### src/rtl/rr_session_master.sv
// rr_session_master: per-channel command FIFOs feeding a round-robin arbiter,
// then streaming each granted session as a burst on a shared beat bus.
module rr_session_master #(
    parameter int N_CH  = 4,
    parameter int LEN_W = 4
) (
    input  logic             clk,
    input  logic             rst_an,
    input  logic             cmd_valid,
    input  logic [1:0]       cmd_ch,
    input  logic [LEN_W-1:0] cmd_len,
    output logic             cmd_ready,
    output logic [N_CH-1:0]  req,
    input  logic [N_CH-1:0]  grant,
    output logic             session_is_finished,
    output logic             bus_valid,
    input  logic             bus_ready,
    output logic             bus_last,
    output logic [1:0]       bus_ch,
    output logic             grant_err
);

    localparam int CW = LEN_W + 1;

    typedef enum logic [1:0] {
        IDLE,
        ACTIVE,
        FINISH,
        GAP
    } state_t;

    state_t state;
    state_t state_nx;

    logic [LEN_W-1:0] mem [N_CH][2];
    logic [1:0]       count [N_CH];
    logic [N_CH-1:0]  wr_ptr;
    logic [N_CH-1:0]  rd_ptr;
    logic [N_CH-1:0]  full;
    logic [N_CH-1:0]  empty;
    logic [N_CH-1:0]  push;
    logic [N_CH-1:0]  pop;

    logic [CW-1:0]    cnt;
    logic [CW-1:0]    cnt_nx;
    logic [1:0]       ch_q;
    logic [1:0]       ch_nx;
    logic             err_nx;

    logic             g_onehot;
    logic             g_multi;
    logic             g_hit;
    logic [1:0]       g_idx;
    int               g_ones;
    logic [LEN_W-1:0] head;

    // FIFO status and push/pop strobes; a full FIFO refuses pushes even while popping
    always_comb begin
        cmd_ready = 1'b0;
        for (int i = 0; i < N_CH; i++) begin
            full[i]  = (count[i] == 2'd2);
            empty[i] = (count[i] == 2'd0);
            push[i]  = cmd_valid && !full[i] && (int'(cmd_ch) == i);
            pop[i]   = (state == FINISH) && (ch_q == 2'(i)) && !empty[i];
            if (int'(cmd_ch) == i) begin
                cmd_ready = !full[i];
            end
        end
    end

    assign req    = ~empty;
    assign bus_ch = ch_q;

    // FIFO storage; contents are don't-care while the entry is invalid
    always_ff @(posedge clk) begin
        for (int i = 0; i < N_CH; i++) begin
            if (push[i]) begin
                mem[i][wr_ptr[i]] <= cmd_len;
            end
        end
    end

    // FIFO pointers and occupancy, pointers wrap modulo 2
    always_ff @(posedge clk or negedge rst_an) begin
        if (!rst_an) begin
            wr_ptr <= '0;
            rd_ptr <= '0;
            for (int i = 0; i < N_CH; i++) begin
                count[i] <= 2'd0;
            end
        end else begin
            for (int i = 0; i < N_CH; i++) begin
                if (push[i]) begin
                    wr_ptr[i] <= ~wr_ptr[i];
                end
                if (pop[i]) begin
                    rd_ptr[i] <= ~rd_ptr[i];
                end
                unique case ({push[i], pop[i]})
                    2'b10:   count[i] <= count[i] + 2'd1;
                    2'b01:   count[i] <= count[i] - 2'd1;
                    default: count[i] <= count[i];
                endcase
            end
        end
    end

    // Grant decode: one-hot test, index and overlap with pending requests
    always_comb begin
        g_idx  = 2'd0;
        g_ones = 0;
        for (int i = 0; i < N_CH; i++) begin
            if (grant[i]) begin
                g_idx  = i[1:0];
                g_ones = g_ones + 1;
            end
        end
        g_onehot = (g_ones == 1);
        g_multi  = (g_ones > 1);
        g_hit    = |(grant & req);
        head     = mem[g_idx][rd_ptr[g_idx]];
    end

    // Session FSM next state and bus outputs
    always_comb begin
        state_nx            = state;
        cnt_nx              = cnt;
        ch_nx               = ch_q;
        err_nx              = grant_err;
        bus_valid           = 1'b0;
        bus_last            = 1'b0;
        session_is_finished = 1'b0;
        unique case (state)
            IDLE: begin
                if (g_multi) begin
                    err_nx = 1'b1;
                end else if (g_onehot && g_hit) begin
                    ch_nx    = g_idx;
                    cnt_nx   = CW'(head) + CW'(1);
                    state_nx = ACTIVE;
                end
            end
            ACTIVE: begin
                bus_valid = 1'b1;
                bus_last  = (cnt == CW'(1));
                if (bus_ready) begin
                    cnt_nx = cnt - CW'(1);
                    if (cnt == CW'(1)) begin
                        state_nx = FINISH;
                    end
                end
            end
            FINISH: begin
                session_is_finished = 1'b1;
                state_nx            = GAP;
            end
            GAP: begin
                state_nx = IDLE;
            end
            default: begin
                state_nx = IDLE;
            end
        endcase
    end

    // Session FSM registers
    always_ff @(posedge clk or negedge rst_an) begin
        if (!rst_an) begin
            state     <= IDLE;
            cnt       <= '0;
            ch_q      <= 2'd0;
            grant_err <= 1'b0;
        end else begin
            state     <= state_nx;
            cnt       <= cnt_nx;
            ch_q      <= ch_nx;
            grant_err <= err_nx;
        end
    end

endmodule
### config.mk
export PLATFORM = sky130hd
export DESIGN_NAME = rr_session_master
export DESIGN_NICKNAME = d
export VERILOG_FILES = /design/src/rtl/rr_session_master.sv
export SDC_FILE = /design/constraint.sdc
export NUM_CORES = 1
export LEC_CHECK = 0
export ABC_AREA = 0
export ABC_CLOCK_PERIOD_IN_PS = 2000
export CAP_MARGIN = 25
export CORE_ASPECT_RATIO = 1.75
export CORE_MARGIN = 8
export CORE_UTILIZATION = 30
export DETAILED_ROUTE_END_ITERATION = 10
export SYNTH_ARGS = -nofsm -noshare
export SYNTH_HDL_FRONTEND = slang
export SYNTH_SLANG_ARGS = --single-unit
### constraint.sdc
create_clock -name clk -period 2 [get_ports clk]
set_input_delay 0.4 -clock clk [delete_from_list [all_inputs] [get_ports clk]]
set_output_delay 0.4 -clock clk [all_outputs]
set_load 0.005 [all_outputs]
# Word-level counts from Yosys, hierarchy flattened
# Memory sizes are Yosys's and may differ from the RTL's.
# Cells that the tools add are included.
[classes]
n_mux = 57
order_cmp = 11
shift = 0
n_addsub = 13
n_reduce_logical = 49
mul = 0
eq_ne = 27
bitwise_logic = 16
div = 0
[op_table]
columns = ["operator", "n"]
rows = [
  ["$add A32 B2 Y32 const B", 3],
  ["$mux W32", 3],
  ["$mux W8", 10],
  ["$eq A32 B2 Y1 const B", 1],
  ["$gt A32 B2 Y1 const B", 1],
  ["$eq A2 B2 Y1 const B", 14],
  ["$mux W4", 7],
  ["$reduce_or A8 Y1", 3],
  ["$logic_and A1 B1 Y1", 21],
  ["$mux W2", 9],
  ["$demux W4 S1", 4],
  ["$pmux W2 S2", 4],
  ["$mux W5", 3],
  ["$eq A2 B1 Y1 const B", 7],
  ["$logic_not A2 Y1", 7],
  ["$mux W1", 14],
  ["$ge A2 B2 Y1 const B", 5],
  ["$not A1 Y2", 5],
  ["$pmux W5 S2", 1],
  ["$reduce_bool A2 Y1", 5],
  ["$not A1 Y1", 9],
  ["$add A2 B1 Y2 const B", 4],
  ["$logic_not A1 Y1", 8],
  ["$lt A2 B1 Y1 const B", 4],
  ["other kinds (14)", 21],
]
[word_totals]
latch_bits = 0
out_inout_bits = 11
rom_bits = 0
ramBits = 32
elab_cells = 190
reg_bits = 26
mem_count = 1
inputBits = 14
[mem_list]
columns = ["name", "words", "width", "read_ports", "rd_clocked_by_memory_dff", "write_ports", "line_no", "source"]
rows = [
  ["mem", 4, 8, 1, 0, 1, "35", "logic [LEN_W-1:0] mem [N_CH][2];"],
]

# Logic depth before layout (Yosys ltp)
[depth]
depth_word = 13
mapped_depth = 11
mapped_depth_nobuf = 9

# Worst setup path after synthesis
# Ideal clock, no wire load.
[synth_path]
path_type = "input to register"
startpoint = "input grant[1]"
endpoint = "register state[1]"
t_required_ns = 1.875
n_path_buf = 2
path_stages = 9
arrival_time_ns = 2.440
setup_ns = 0.125
setup_slack_ns = -0.564
cell_sequence = "buf_2 > inv_1 > ha_1 > clkbuf_1 > o311ai_0 > o211ai_1 > o21ai_1 > nor2b_1 > mux2_2"
[synth_via]
elab_chain_cells = 9
elab_cells_between_ends = 13
cone_classes = "add/sub (2); order compare (1); eq/ne (3); mux (3); bitwise (1); reduce/logical (3)"
[synth_lines]
columns = ["element", "line_no", "source"]
rows = [
  ["start: declaration", "14", "input logic [N_CH-1:0] grant,"],
  ["branches (longest 8 deep; another with $add A32 B2 Y32)", "--", ""],
  ["$reduce_and A4 Y1 (no source line) *", "--", ""],
  ["end signal: assignment", "174", "state <= state_nx;"],
  ["end: declaration", "32", "state_t state;"],
]
# Mark *: on every way between the ends.
# A chain may end at the register's enable or synchronous reset.

# Worst setup path after layout
[layout_path]
startpoint = "input grant[1]"
endpoint = "register cnt[3]"
[layout_via]
elab_chain_cells = 13
elab_cells_between_ends = 27
cone_classes = "add/sub (3); order compare (1); eq/ne (3); mux (14); bitwise (2); reduce/logical (3); memory (1)"
[layout_lines]
columns = ["element", "line_no", "source"]
rows = [
  ["branches (longest 13 deep; another with $add A32 B2 Y32)", "--", ""],
  ["end signal: assignment", "175", "cnt <= cnt_nx;"],
  ["end: declaration", "44", "logic [CW-1:0] cnt;"],
]
# Several ways; the timed one is not identified. The select of a mux whose other input is x is not followed.

==> impl_metrics.csv <==
group,metric,value,unit
yosys,ys.warnings.count,0,
critical_path,critical_path_class,"primary input to flop",
clocking,cts_sinks,58,
clocking,cts.path.max_buffers,2,
pwr,p_leak,1.73,nW
detailed_routing,totalWireLength,7040,µm
floorplanning,die_area,13400,µm²
pwr,power_frac_seq,33.3,%
timing,final_max_slew_viol_count,0,
timing,fin_tns_setup,0,ps
global_routing,grt_max_degree,27,
timing,fin_crit_sh,97.5,%
timing,whs,462,ps
pwr,power.density,1320,nW/µm²
timing,setup_viol,0,
global_routing,antenna_found_initial,0,
critical_path,crit_fanout,5,
timing,slew_headroom,69.9,%
detailed_routing,dr.pass1.iters,4,
timing,skew,3.82,ps
detailed_routing,dr.first_iter.drc_count,155,
yosys,syn-instance-count,238,
yosys,synthArstFlopShare,44.8,%
yosys,netlist_area,2950,µm²
global_routing,grt_usage,11.1,%
layout,fill_cells,945,
pwr,power,5.49,mW
yosys,syn_avg_cell_area,12.4,µm²
detailed_routing,routedWlPerCell,15.7,µm
clocking,cts_buffers,9,
global_routing,grt_pass1_wl,11600,µm
detailed_routing,via_per_inst,4.78,
clocking,cts_max_level,3,
layout,stdcell_area,4160,µm²
clocking,holdBufCountCts,0,
floorplanning,io_pins,25,
outcome,status,"complete, no violations",
critical_path,cp-end-kind,"flop",
timing,period_minus_slack,1950,ps
yosys,yosys.area.top_type_share,32.6,%
place,placed_area,3730,µm²
yosys,yosys.area.top_type,"edfxtp_1",
global_routing,grt_overflow,0,
yosys,yosys_register_bits,58,
min_path,hold_class,"primary input to async pin",
layout,final_nets,346,
yosys,syn_nets,266,
yosys,yosysMostFrequentCell,"edfxtp_1",
pwr,p_sw,1.69,mW
timing,timing_hold_violations_final,0,
layout,regArea,1610,µm²
critical_path,crit_chain,"buf_4, buf_12, buf_4, mux2i_1, a222oi_1, mux2i_2, buf_4, nor3b_2, xor2_1, a211oi_2",
detailed_routing,remaining_drc_errors,0,
critical_path,max_stage_delay,450,ps
layout,layout-drive-gt1-share,34.4,%
pwr,intPower,3.79,mW
place,gp_congestion,0.780,
timing,worst_slew_pin_slew,451,ps
pwr,peakVddDrop,0.753,mV
pwr,comb_power_share,37.5,%
timing,grt_setup_unrepaired,"true",
floorplanning,core_area,9730,µm²
clocking,cts_tree,"done",
floorplanning,die_h,147,µm
yosys,ys_top_cells_by_count,"edfxtp_1, dfrtp_1, inv_1",
critical_path,arrival,2140,ps
layout,areaGrowthSynthToFinish,41.0,%
critical_path,worstPathRequired,2190,ps
floorplanning,initial_core_util,30.3,%
yosys,synth_cell_types,46,
pwr,p_clk_share,29.2,%
critical_path,cp_common_cell,"buf_4",
timing,max_freq,513,MHz
place,hpwlAfterDp,5360,µm
critical_path,cp-start-kind,"primary input",
layout,num_antenna_cells,0,
global_routing,grt_pass1_vias,2319,
yosys,synth_enable_flop_cells,32,
layout,multi_input_area,1360,µm²
clocking,root_buffer,"clkbuf_16",
detailed_routing,antenna_left,0,
floorplanning,num_rows,48,
critical_path,crit_path_top_delay_cell,"a222oi_1",
job,maxCapViolCount,0,
yosys,yosys_most_used_dff,"edfxtp_1",
floorplanning,die_w,91.0,µm
yosys,synthTopCellsByArea,"edfxtp_1, dfrtp_1, ha_1, xnor2_1, mux2_2",
pwr,sw_frac_of_total,30.8,%
clocking,clkSlewWorstSetupHoldPaths,50,ps
clocking,clock_latency,320,ps
place,port_buffers,24,
yosys,ys_seq_area_share,54.6,%
detailed_routing,vias,2140,
[metrics by stage]
stage	setup WS (ps)	cells	utilization (%)
2_1_floorplan	-248	238	-
3_3_place_gp	-597	426	38.4
3_5_place_dp	-632	426	38.4
4_1_cts	0.824	444	42.2
5_1_grt	-60.0	448	42.8
6_report	50.9	448	42.8
[layout make-up]
type | count | area share, %
sequential | 58 | 38.7
multi-input combinational | 153 | 32.6
timing repair buffer | 76 | 15.6
clock buffer | 11 | 5.59
tap | 125 | 3.76
inverter | 20 | 1.92
clock inverter | 5 | 1.89
[layer usage]
layer  vias up  GRT usage, %  wire (µm)
met5         -             0          0
met4         0          6.68        213
met3        13          1.89        124
met2        32          21.7       4170
met1      1061          10.1       2530
li1       1034             -          -
[power by group through the flow]
stage / Sequential [mW] / Combinational (mW) / Clock, mW
2_1_floorplan: 1.80 / 1.16 / 0
3_3_place_gp: 1.81 / 1.92 / 0
3_5_place_dp: 1.81 / 1.97 / 0
4_1_cts: 1.82 / 1.99 / 1.62
5_1_grt: 1.87 / 2.27 / 1.66
6_report: 1.83 / 2.06 / 1.60
[worst max-delay path: cells and delay by family]
| family | cells | cell delay [ps] |
|---|---|---|
| muxes | 2 | 260 |
| xor gates and xnor gates | 1 | 180 |
| and+or+nand+nor | 1 | 180 |
| AOI/OAI and AO/OA | 2 | 540 |
| buffers and inverters | 4 | 580 |
[worst paths after layout]
path | slack (ps) | start | to | cells past startpoint
worst max-delay path | 50 | grant[1] | cnt[3] | 10
worst min-delay path | 460 | rst_an | count[4] | 2
worst max register to register | 110 | rd_ptr[3] | cnt[1] | 10
worst min register to register | 470 | grant_err | grant_err | 1
max in group asynchronous | 1270 | rst_an | cnt[1] | 2
min in group clk | 470 | grant_err | grant_err | 1
[sequential cells by signal (all words and copies together), names as in the netlist]
signal and flops:
mem 32, count 8, cnt 5, rd_ptr 4, wr_ptr 4, bus_ch 2, state 2, grant_err 1
[cells by family (layout without fill, tap and decap cells)]
| group | after synthesis | in the layout | share of synthesized area [%] |
|---|---|---|---|
| compound gates | 38 | 38 | 9.54 |
| xor+xnor | 24 | 24 | 7.12 |
| fa+ha+maj | 14 | 14 | 5.93 |
| buf+inv | 27 | 112 | 3.86 |
| flops | 58 | 58 | 54.6 |
| mux | 18 | 18 | 6.95 |
| simple gates | 59 | 59 | 12.0 |
[what timing repair did]
item,4_1_cts,5_1_grt
resized for setup,25,14
pin swaps,3,9
endpoints found under the hold margin,0,0
setup endpoints to repair,15,11
cloned,1,0
buffers inserted,1,4
[layout by cell type, fill, tap and decap left out, types with 5 or more instances in the layout]
cell | netlist | final
edfxtp_1 | 32 | 32
dfrtp_1 | 26 | 26
inv_1 | 20 | 14
xnor2_1 | 16 | 15
clkdlybuf4s50_1 | 0 | 13
inv_2 | 0 | 5
nand2_1 | 5 | 5
or2_2 | 5 | 5
a222oi_1 | 9 | 9
nor2_1 | 16 | 16
ha_1 | 14 | 11
and4_1 | 5 | 5
mux2i_1 | 7 | 6
xor2_1 | 8 | 8
a21oi_1 | 7 | 6
mux2_2 | 10 | 9
dlygate4sd2_1 | 0 | 5
clkbuf_16 | 0 | 9
o21ai_0 | 6 | 5
buf_4 | 1 | 51
(Power assumes the default switching activity.)
==> edit: new RTL, same flow settings <==
Set the parameter `LEN_W` to 8 (it was 4).
--- a/src/rtl/rr_session_master.sv
+++ b/src/rtl/rr_session_master.sv
@@ -2,7 +2,7 @@
 // then streaming each granted session as a burst on a shared beat bus.
 module rr_session_master #(
     parameter int N_CH  = 4,
-    parameter int LEN_W = 4
+    parameter int LEN_W = 8
 ) (
     input  logic             clk,
     input  logic             rst_an,
Ports: changed (resized cmd_len); port bits go from 25 to 29. No check against the original RTL was run, so the function may have changed too.
==> edit against the original RTL <==
Worst setup slack got worse by 0.20 ns. Clock skew rose by 0.0039 ns. Power grew 35%. Routed wire length up 51%. Synthesized area increased by 52%. Largest cell class unchanged. Die area increased by 44%. Non-clock buffer count up 42. Sequential power is 51% higher. Count of clock-buffer cells in the layout decreased by 2. Sequential cell count rose by 36. Via count increased by 48%. Largest power group unchanged. Cell area grew 49%. The flow now finishes with violations (setup timing).
==> edit: results (changes against the original RTL) <==
| Metric | Value |
|---|---|
| Status | `finished, violations left` |
| Failing checks | `setup timing` |
| Clk Latency, worst-skew pair | `0.35 ns (+0.03 ns)` |
| VDD IR-drop max | `428 uV (-43%)` |
| Top delay family on crit path | `simple AND/OR/NAND/NOR gates` |
| Fin nets | `496 (+43%)` |
| Worst EP arrival | `2.38 ns (+0.24 ns)` |
| Synth top area cells | `edfxtp_1 43%, dfrtp_1 17%, ha_1 3.9%` |
| Clock Skews | `0.00777 ns (+0.00394 ns)` |
| Filler-free cell count of the finished design | `652 (+46%)` |
| Post-DP HPWL | `7.83 mm (+46%)` |
| Share of cells above drive strength 1 | `37.7% (+3.4 points)` |
| Crit path largest cell delay | `0.39 ns (-0.06 ns)` |
| Placed Area | `0.00556 mm^2 (+49%)` |
| Sw frac | `33.2% (+2.4 points)` |
| Leakage power | `0.00242 uW (+40%)` |
| Met3 usage | `1.82% (-0.072 points)` |
| Setup_tns | `-0.402 ns (-0.402 ns)` |
| Largest net degree at the start of global routing | `31 (+15%)` |
| Final critical-path setup slack | `-0.149 ns (-0.200 ns)` |
| Met2 Use GR | `22.0% (+0.32 points)` |
| Routed wire length | `10.6 mm (+51%)` |
| # setup viols final | `6 (+6)` |
| GRT Util Overall | `11.4% (+0.32 points)` |
| FF-to-FF path depth | `8 (-2)` |
| Met1 wire length | `3.98 mm (+57%)` |
| Clock Pin Slew Worst Setup and Hold Paths | `0.07 ns (+0.02 ns)` |
| CP max FO | `4 (-1)` |
| Slew headroom | `72.0% (+2.1 points)` |
| Number of library cell types mapped by synthesis | `53 (+15%)` |
| Max reg flops | `64 (+100%)` |
| GR Layer Usage met1 | `10.9% (+0.79 points)` |
| DP Cell Count | `619 (+45%)` |
| Gp weighted congestion | `0.816 (+4.7%)` |
| Vias/cell | `4.86 (+1.7%)` |
| DRT iter0 DRCs | `140 (-9.7%)` |
| Quantity of I/O buffers inserted on ports | `28 (+17%)` |
| Vias in the first global route | `3,264 (+41%)` |
## edit: power groups by stage
stage                     combinational [uW]  sequential [uW]  clock (uW)
final                                   2980             2770        1660
after global routing                    3260             2810        1770
after detailed placement                2610             2750           0
after global placement                  2550             2730           0
after CTS                               2830             2750        1700
after floorplan                         1430             2740           0
## edit: worst paths after layout
kind | to | from | slack (ns)
worst min register to register | grant_err$_DFFE_PN0P_ | grant_err$_DFFE_PN0P_ | 0.48
worst max register to register | cnt[6]$_DFFE_PN0P_ | rd_ptr[1]$_DFFE_PN0P_ | -0.15
min in group clk | grant_err$_DFFE_PN0P_ | grant_err$_DFFE_PN0P_ | 0.48
worst min-delay path | count[4]$_DFFE_PN0P_ | rst_an | 0.45
max in group asynchronous | count[1]$_DFFE_PN0P_ | rst_an | 1.23
worst max-delay path | cnt[6]$_DFFE_PN0P_ | rd_ptr[1]$_DFFE_PN0P_ | -0.15
## edit: cells by family after synthesis
logic type	count (synthesis)	share of synthesized area, %
AOI/OAI and AO/OA	62	10.1
and+or+nand+nor	93	10.9
xor gates and xnor gates	29	5.97
muxes	28	6.89
DFF	94	59.6
adders and majority gates	14	3.91
buffers and inverters	28	2.65
## edit: final cells by class
class,count,area [um^2]
clock buffer,9,225
multi-input combinational,226,1970
tap,183,229
sequential,94,2670
fill,1385,8540
inverter,15,61.3
timing repair buffer,118,995
clock inverter,7,65.1
## edit: timing repair
item / 4_1_cts / 5_1_grt
cloned: 0 / 0
setup buffers: 10 / 7
endpoints found under the setup margin: 21 / 13
pin swaps: 17 / 11
endpoints found under the hold margin: 0 / 0
resized for setup: 69 / 21
